**config.mk**
```make
export PLATFORM = sky130hd
export DESIGN_NAME = serial_mult4_flat
export DESIGN_NICKNAME = d
export VERILOG_FILES = /design/src/rtl/serial_mult4_if.sv /design/src/rtl/serial_mult4.sv /design/src/flat_wrapper.sv
export SDC_FILE = /design/constraint.sdc
export NUM_CORES = 1
export LEC_CHECK = 0
export BUFFER_PORTS_ARGS = -buffer_cell sky130_fd_sc_hd__buf_2
export CAP_MARGIN = 20
export CORE_MARGIN = 1
export CORE_UTILIZATION = 31
export CTS_CLUSTER_DIAMETER = 80
export DETAILED_ROUTE_END_ITERATION = 8
export SETUP_SLACK_MARGIN = 0.15
export SLEW_MARGIN = 40
export SYNTH_ARGS = -nofsm -noshare
export SYNTH_HDL_FRONTEND = slang
export SYNTH_SLANG_ARGS = --single-unit
export TNS_END_PERCENT = 100
```
**constraint.sdc**
```tcl
create_clock -name clk -period 8.18 [get_ports clk]
set_input_delay 1.636 -clock clk [delete_from_list [all_inputs] [get_ports clk]]
set_output_delay 1.636 -clock clk [all_outputs]
set_load 0.02 [all_outputs]
```
**src/rtl/serial_mult4_if.sv**
```systemverilog
// serial_mult4_if
//   Operand/result bundle for the serial_mult4 shift-and-add multiplier.
//   Clock and the reset/start strobe stay as plain ports on the multiplier.
//
//   Signals:
//     a     WIDTH    multiplicand, unsigned (driven by master)
//     b     WIDTH    multiplier, unsigned (driven by master)
//     prod  2*WIDTH  registered product (driven by slave)
//
//   Modports:
//     master : the client that supplies operands and reads the product
//     slave  : the multiplier itself
interface serial_mult4_if #(
  parameter int WIDTH = 4
);
  logic [WIDTH-1:0]   a;
  logic [WIDTH-1:0]   b;
  logic [2*WIDTH-1:0] prod;

  modport master (output a, output b, input prod);
  modport slave  (input a, input b, output prod);
endinterface

```
**src/rtl/serial_mult4.sv**
```systemverilog
// serial_mult4
//   Shift-and-add serial multiplier. Computes the unsigned product of two
//   WIDTH-bit operands, consuming one multiplier bit per clock.
//
//   The synchronous active-high reset doubles as the start strobe: every
//   edge with rst=1 captures a new operand pair and clears the result.
//   The product appears WIDTH edges after the last loading edge and is held
//   until the next reset.
//
//   Ports:
//     clk   input   rising-edge clock
//     rst   input   synchronous active-high reset / load command
//     bus   slave   serial_mult4_if: a, b (operands in), prod (product out)
//
//   Parameters:
//     WIDTH  operand width (>= 2); product is 2*WIDTH bits
//
//   Build options:
//     SERIAL_MULT_PARTIAL_EN  when defined, prod tracks the running
//                             accumulator on every compute cycle instead of
//                             staying 0 until completion.
module serial_mult4 #(
  parameter int WIDTH = 4
) (
  input  logic           clk,
  input  logic           rst,
  serial_mult4_if.slave  bus
);

  localparam int CW = $clog2(WIDTH) + 1;  // wide enough to hold WIDTH
  localparam int IW = $clog2(WIDTH);      // bit-index width into b_reg
  localparam int PW = 2 * WIDTH;

  typedef enum logic {
    CALC = 1'b0,
    DONE = 1'b1
  } state_t;

  state_t          state;
  logic [WIDTH-1:0] a_reg;
  logic [WIDTH-1:0] b_reg;
  logic [PW-1:0]    acc;
  logic [CW-1:0]    cnt;
  logic [PW-1:0]    prod_reg;

  logic [PW-1:0]    addend;
  logic [PW-1:0]    acc_next;

  // Partial product for the current multiplier bit. cnt never exceeds
  // WIDTH-1 while in CALC, so the truncated index is always in range.
  // NOTE: every signal assigned in always_comb gets a default first so no
  // path leaves it unassigned, which would otherwise infer a latch.
  always_comb begin
    addend = '0;
    if (b_reg[cnt[IW-1:0]]) begin
      addend = PW'(a_reg) << cnt;
    end
    acc_next = acc + addend;
  end

  // NOTE: sequential state uses non-blocking assignments so every register
  // samples pre-edge values; blocking here would create order-dependent races.
  always_ff @(posedge clk) begin
    if (rst) begin
      a_reg    <= bus.a;
      b_reg    <= bus.b;
      acc      <= '0;
      cnt      <= '0;
      prod_reg <= '0;
      state    <= CALC;
    end else begin
      case (state)
        CALC: begin
          acc <= acc_next;
          cnt <= cnt + CW'(1);
`ifdef SERIAL_MULT_PARTIAL_EN
          // Expose the running sum; the last write equals the full product.
          prod_reg <= acc_next;
`endif
          if (cnt == CW'(WIDTH - 1)) begin
            prod_reg <= acc_next;
            state    <= DONE;
          end
        end
        DONE: begin
          // Result held until the next load.
        end
        default: state <= DONE;
      endcase
    end
  end

  assign bus.prod = prod_reg;

endmodule

```
**src/flat_wrapper.sv**
```systemverilog
// flat-port wrapper written by rule: the top's interface ports become plain ports
module serial_mult4_flat 
#(
  parameter int WIDTH = 4
)
  (clk, rst, bus_a, bus_b, bus_prod);
  serial_mult4_if #(.WIDTH(WIDTH)) bus_i ();
  input  logic clk;
  input  logic rst;
  input wire logic [$bits(bus_i.a)-1:0] bus_a;
  input wire logic [$bits(bus_i.b)-1:0] bus_b;
  output wire logic [$bits(bus_i.prod)-1:0] bus_prod;
  assign bus_i.a = bus_a;
  assign bus_i.b = bus_b;
  assign bus_prod = bus_i.prod;
  serial_mult4 #(.WIDTH(WIDTH)) u_core (.clk(clk), .rst(rst), .bus(bus_i));
endmodule
```
Word-level counts from Yosys, hierarchy flattened

Index checks and enable logic that the tools add are counted.

Add/subtract/negate cells: 2
Order comparisons: 1
Equality and inequality tests: 1
Shifts and indexed selects: 1
Multiplexer cells: 5
Bitwise logic cells: 1
Reductions and logical operators: 1

Operators by type and width:

| operator                                           | number |
|---|---|
| adder 8 bit                                        | 1 |
| 2-to-1 mux 8 bit                                   | 1 |
| left shift 4 x 3 -> 8 bit                          | 1 |
| adder 3 x 1 -> 3 bit, second input constant        | 1 |
| == test 3 x 2 -> 1 bit, second input constant      | 1 |
| < comparator 2 x 3 -> 1 bit, second input constant | 1 |
| 2-to-1 mux 1 bit                                   | 3 |
| binary-select mux 1 bit (select 2 bit)             | 1 |
| AND reduction 2 bit                                | 1 |
| NOT 1 bit                                          | 1 |

Register bits: 28
Input bits: 10
Output and inout port bits: 8
Word-level logic and storage cells: 18

Depth between registers and ports, before layout

Word-level depth: 4
Gate-level depth with buffers: 12
Gate-level depth less buffers: 11

Worst setup path before layout

No wires, ideal clock.

Path type: flip-flop to flip-flop
Start point: reg u_core.cnt[1]
End point: reg u_core.acc[7]
Setup time: 0.070 ns
Arrival: 2.659 ns
Required time: 8.110 ns
Setup slack: 5.450 ns
Cell stages (with the launch flop): 13
Path buffers: 2
Period minus slack after synthesis: 2.730 ns
Path through: dfxtp_1 > clkbuf_1 > mux2i_1 > o21ai_1 > a21oi_1 > nor2b_1 > ha_1 > clkbuf_1 > a21o_1 > a31o_2 > o21a_1 > or4_1 > a21oi_1

Word-level cells in the longest chain between the ends: 4
Elaborated cells between the ends (all ways): 5
Classes of those cells: 1 x add/sub; 1 x shift; 3 x mux

RTL lines:

| item                                   | line               | RTL |
|---|---|---|
| start, declared                        | serial_mult4.sv:43 | `logic [CW-1:0] cnt;` |
| start signal, assigned                 | serial_mult4.sv:75 | `cnt <= cnt + CW'(1);` |
| binary-select mux 1 bit (select 2 bit) | serial_mult4.sv:55 | `if (b_reg[cnt[IW-1:0]]) begin` |
| 2-to-1 mux 1 bit (not written as such) | serial_mult4.sv:55 |  |
| 2-to-1 mux 8 bit (*)                   | serial_mult4.sv:55 |  |
| adder 8 bit (*)                        | serial_mult4.sv:58 | `acc_next = acc + addend;` |
| end signal, assigned                   | serial_mult4.sv:74 | `acc <= acc_next;` |
| end, declared                          | serial_mult4.sv:42 | `logic [PW-1:0] acc;` |

Every way passes the cells marked *; elsewhere a longest branch is shown, timed or not. The select of a mux whose other input is x is not followed.
A chain may end at the register's enable or synchronous reset.

Final worst setup path

Start point: reg u_core.cnt[0]
End point: reg u_core.acc[7]

Same word-level chain as after synthesis.

==> qor.csv <==
stage;metric;value;unit
status;run status;finished clean;
clocking;Root Driver;clkbuf_8;
final_layout;NumNets Final;198;
sta;highest attainable clock frequency;326;MHz
setup_path;type of element launching the critical path;flip-flop;
clocking;clock slew at the register clock pins of the worst setup and hold paths;90;ps
clocking;CTS H-tree depth;1;
sta;unrepaired setup endpoints after global routing;false;
routing;DRT Pass-1 Iters;4;
sta;setup clock skew after layout;2.40;ps
setup_path;type of element capturing the critical path;flip-flop;
clocking;postcts setup bufs;0;
synthesis;number of cells produced by synthesis;166;
placed_design;input/output buffers;17;
floorplan;Die H;72.7;um
routing;final antenna-violating net count;0;
clocking;Resized cells post-CTS;0;
synthesis;Post-synth EDFFs;8;
final_layout;relative area change from synthesis to final layout;12.7;%
clocking;TritonCTS clock tree;done;
global_route;wire length of the first global-routing pass;5110;um
final_layout;number of antenna cells inserted;0;
synthesis;share of flip-flops with an asynchronous set or reset;0;
clocking;buffer levels on the longest clock path;2;
final_layout;Register Area;642;sq um
pwr;Cell Pwr Density;252;nW/um^2
placed_design;HPWL reported at the end of detailed placement;2100;um
min_path;hold depth;2;
sta;actual transition at the worst max-transition pin;696;ps
clocking;total clock buffers created by CTS;3;
clocking;clock latency of the later-clocked register in the worst-skew pair;270;ps
floorplan;Rows;25;
global_route;number of antenna violations at the first check in global routing;0;
setup_path;endpoint arrival time on the critical path;3280;ps
routing;Detailed Route WL;2910;um
synthesis;mean instance size in the synthesized netlist;9.35;sq um
floorplan;starting density of the core;0.326;
setup_path;largest fanout on the critical path;12;
pwr;leakage dissipation;0.000722;uW
routing;total vias in the final route;1190;
floorplan;die outline area;5290;sq um
placed_design;final weighted congestion of routability-driven global placement;0.805;
synthesis;post-synth net total;186;
floorplan;Chip Width;72.7;um
sta;total count of max-transition violations in the final report;0;
sta;number of endpoints with negative hold slack in the final report;0;
setup_path;Crit Path Class;reg -> reg;
final_layout;share of final-layout standard cells stronger than drive strength 1;0.147;
floorplan;number of ports placed on the die boundary;18;
sta;fraction of the cycle the final worst path needs;0.376;
global_route;GRT Total Usage;0.123;
synthesis;sequential cell area fraction in the yosys report;0.413;
routing;detailed-route wire length per cell;11.9;um
sta;tightest slew margin relative to the limit;0.535;
final_layout;area occupied by multi-input gates;840;sq um
floorplan;placeable core region;4750;sq um
routing;DRC viols;0;
pwr;worst-case vdd ir drop;0.000105;V
final_layout;most used cells in the layout excluding fill and tap cells;a21oi_1, dfxtp_1, nor2_1, buf_2, nand2_1;
flow_run;total of max-cap violations;0;
clocking;Post-CTS Hold Fix Bufs;0;
global_route;Overflow after GRT;0;
final_layout;Filler Cell Count;512;
setup_path;Data required, critical path;8390;ps
sta;Post-Route Setup TNS;0;ps
clocking;clock sink count;28;
min_path;class of the tightest hold or removal check;reg -> reg;
synthesis;Syn. warnings;0;
global_route;pin count of the biggest net entering global routing;32;
routing;via/cell ratio;4.88;
synthesis;flip-flop cell with the highest count after synthesis;dfxtp_1;
synthesis;distinct cell type count after synthesis;41;
sta;# setup viols final;0;
sta;minimum clock period after layout;3070;ps
routing;First DRT Iteration DRCs;30;
global_route;via count of the first global-routing pass;1109;
final_layout;post-layout util;0.368;
setup_path;cell depth of the worst flop-to-flop path;8;
synthesis;summed instance area of the synthesized netlist;1550;sq um
synthesis;flop and latch count out of synthesis;28;
worst max-delay path, stage by stage (launching register included):
cell	delay, ps
dfxtp_1	620
mux4_2	640
nor2b_1	170
ha_1	380
a21o_1	190
a31o_2	230
o21a_1	180
or4_1	460
a21oi_1	140
synth_stat cells (2+ instances only):
cell type   n  share of area
dfxtp_1    20           0.26
a21oi_1    19          0.061
nor2_1     17          0.041
nand2_1    15          0.036
ha_1        9          0.073
clkbuf_1    8          0.019
edfxtp_1    8           0.15
inv_1       7          0.017
mux2i_1     7          0.045
nand3_1     5          0.016
nor2b_1     5          0.020
o211ai_1    4          0.019
nand3b_1    3          0.015
nor3_1      3         0.0097
a21o_1      2         0.0097
a31oi_1     2         0.0081
and3_1      2         0.0081
mux4_2      2          0.029
nor4b_1     2          0.011
o21a_1      2         0.0097
o21ai_0     2         0.0065
o21ai_1     2         0.0065
xor2_1      2          0.011
final cells by class:
class,count,area share
Clock buffer,3,0.0236
Clock inverter,1,0.0172
Inverter,7,0.0150
Multi-Input combinational cell,121,0.480
Sequential cell,28,0.367
Tap cell,67,0.0480
Timing Repair Buffer,17,0.0487
logic make-up after synthesis:
kind of cell	after synthesis	share of synthesized area
AOI/OAI and AO/OA	37	0.143
xor gates and xnor gates	4	0.0323
adders and majority gates	10	0.0855
buffers and inverters	17	0.0460
DFF	28	0.413
muxes	10	0.0815
and+or+nand+nor	60	0.199
power by group:
part	internal, uW	total, uW	switching, uW
Sequential	165	190	24.4
Clock	65.5	109	43.3
Combinational	65.3	143	77.5
layer usage:
layer  wire (um)  track usage  part of all wire  vias to the layer above
met3          70       0.0138             0.024                        4
met1        1500        0.172              0.52                      559
met2        1290        0.193              0.44                       14
met4          46       0.0523             0.016                        0
li1            -            -                 -                      613
met5           0            0                 0                        -
final timing paths:
path	from	to	slack [ps]
worst max register to register	u_core.cnt[0]	u_core.acc[7]	5110
worst max-delay path	u_core.cnt[0]	u_core.acc[7]	5110
worst min register to register	u_core.bus.prod[0]	u_core.bus.prod[0]	460
worst min-delay path	u_core.bus.prod[0]	u_core.bus.prod[0]	460
per-stage QoR:
step | area, sq um | instances | hold WS, ps | worst slack [ps] | power [uW]
final | 1750 | 244 | 458 | 5110 | 441
after global routing | 1750 | 244 | 476 | 4930 | 477
after CTS | 1750 | 244 | 463 | 5120 | 447
after detailed placement | 1680 | 240 | 447 | 5150 | 334
after global placement | 1680 | 240 | 445 | 5180 | 335
after floorplan | 1550 | 166 | 445 | 5450 | 306
Note: power is estimated with default switching activity, not from simulation.
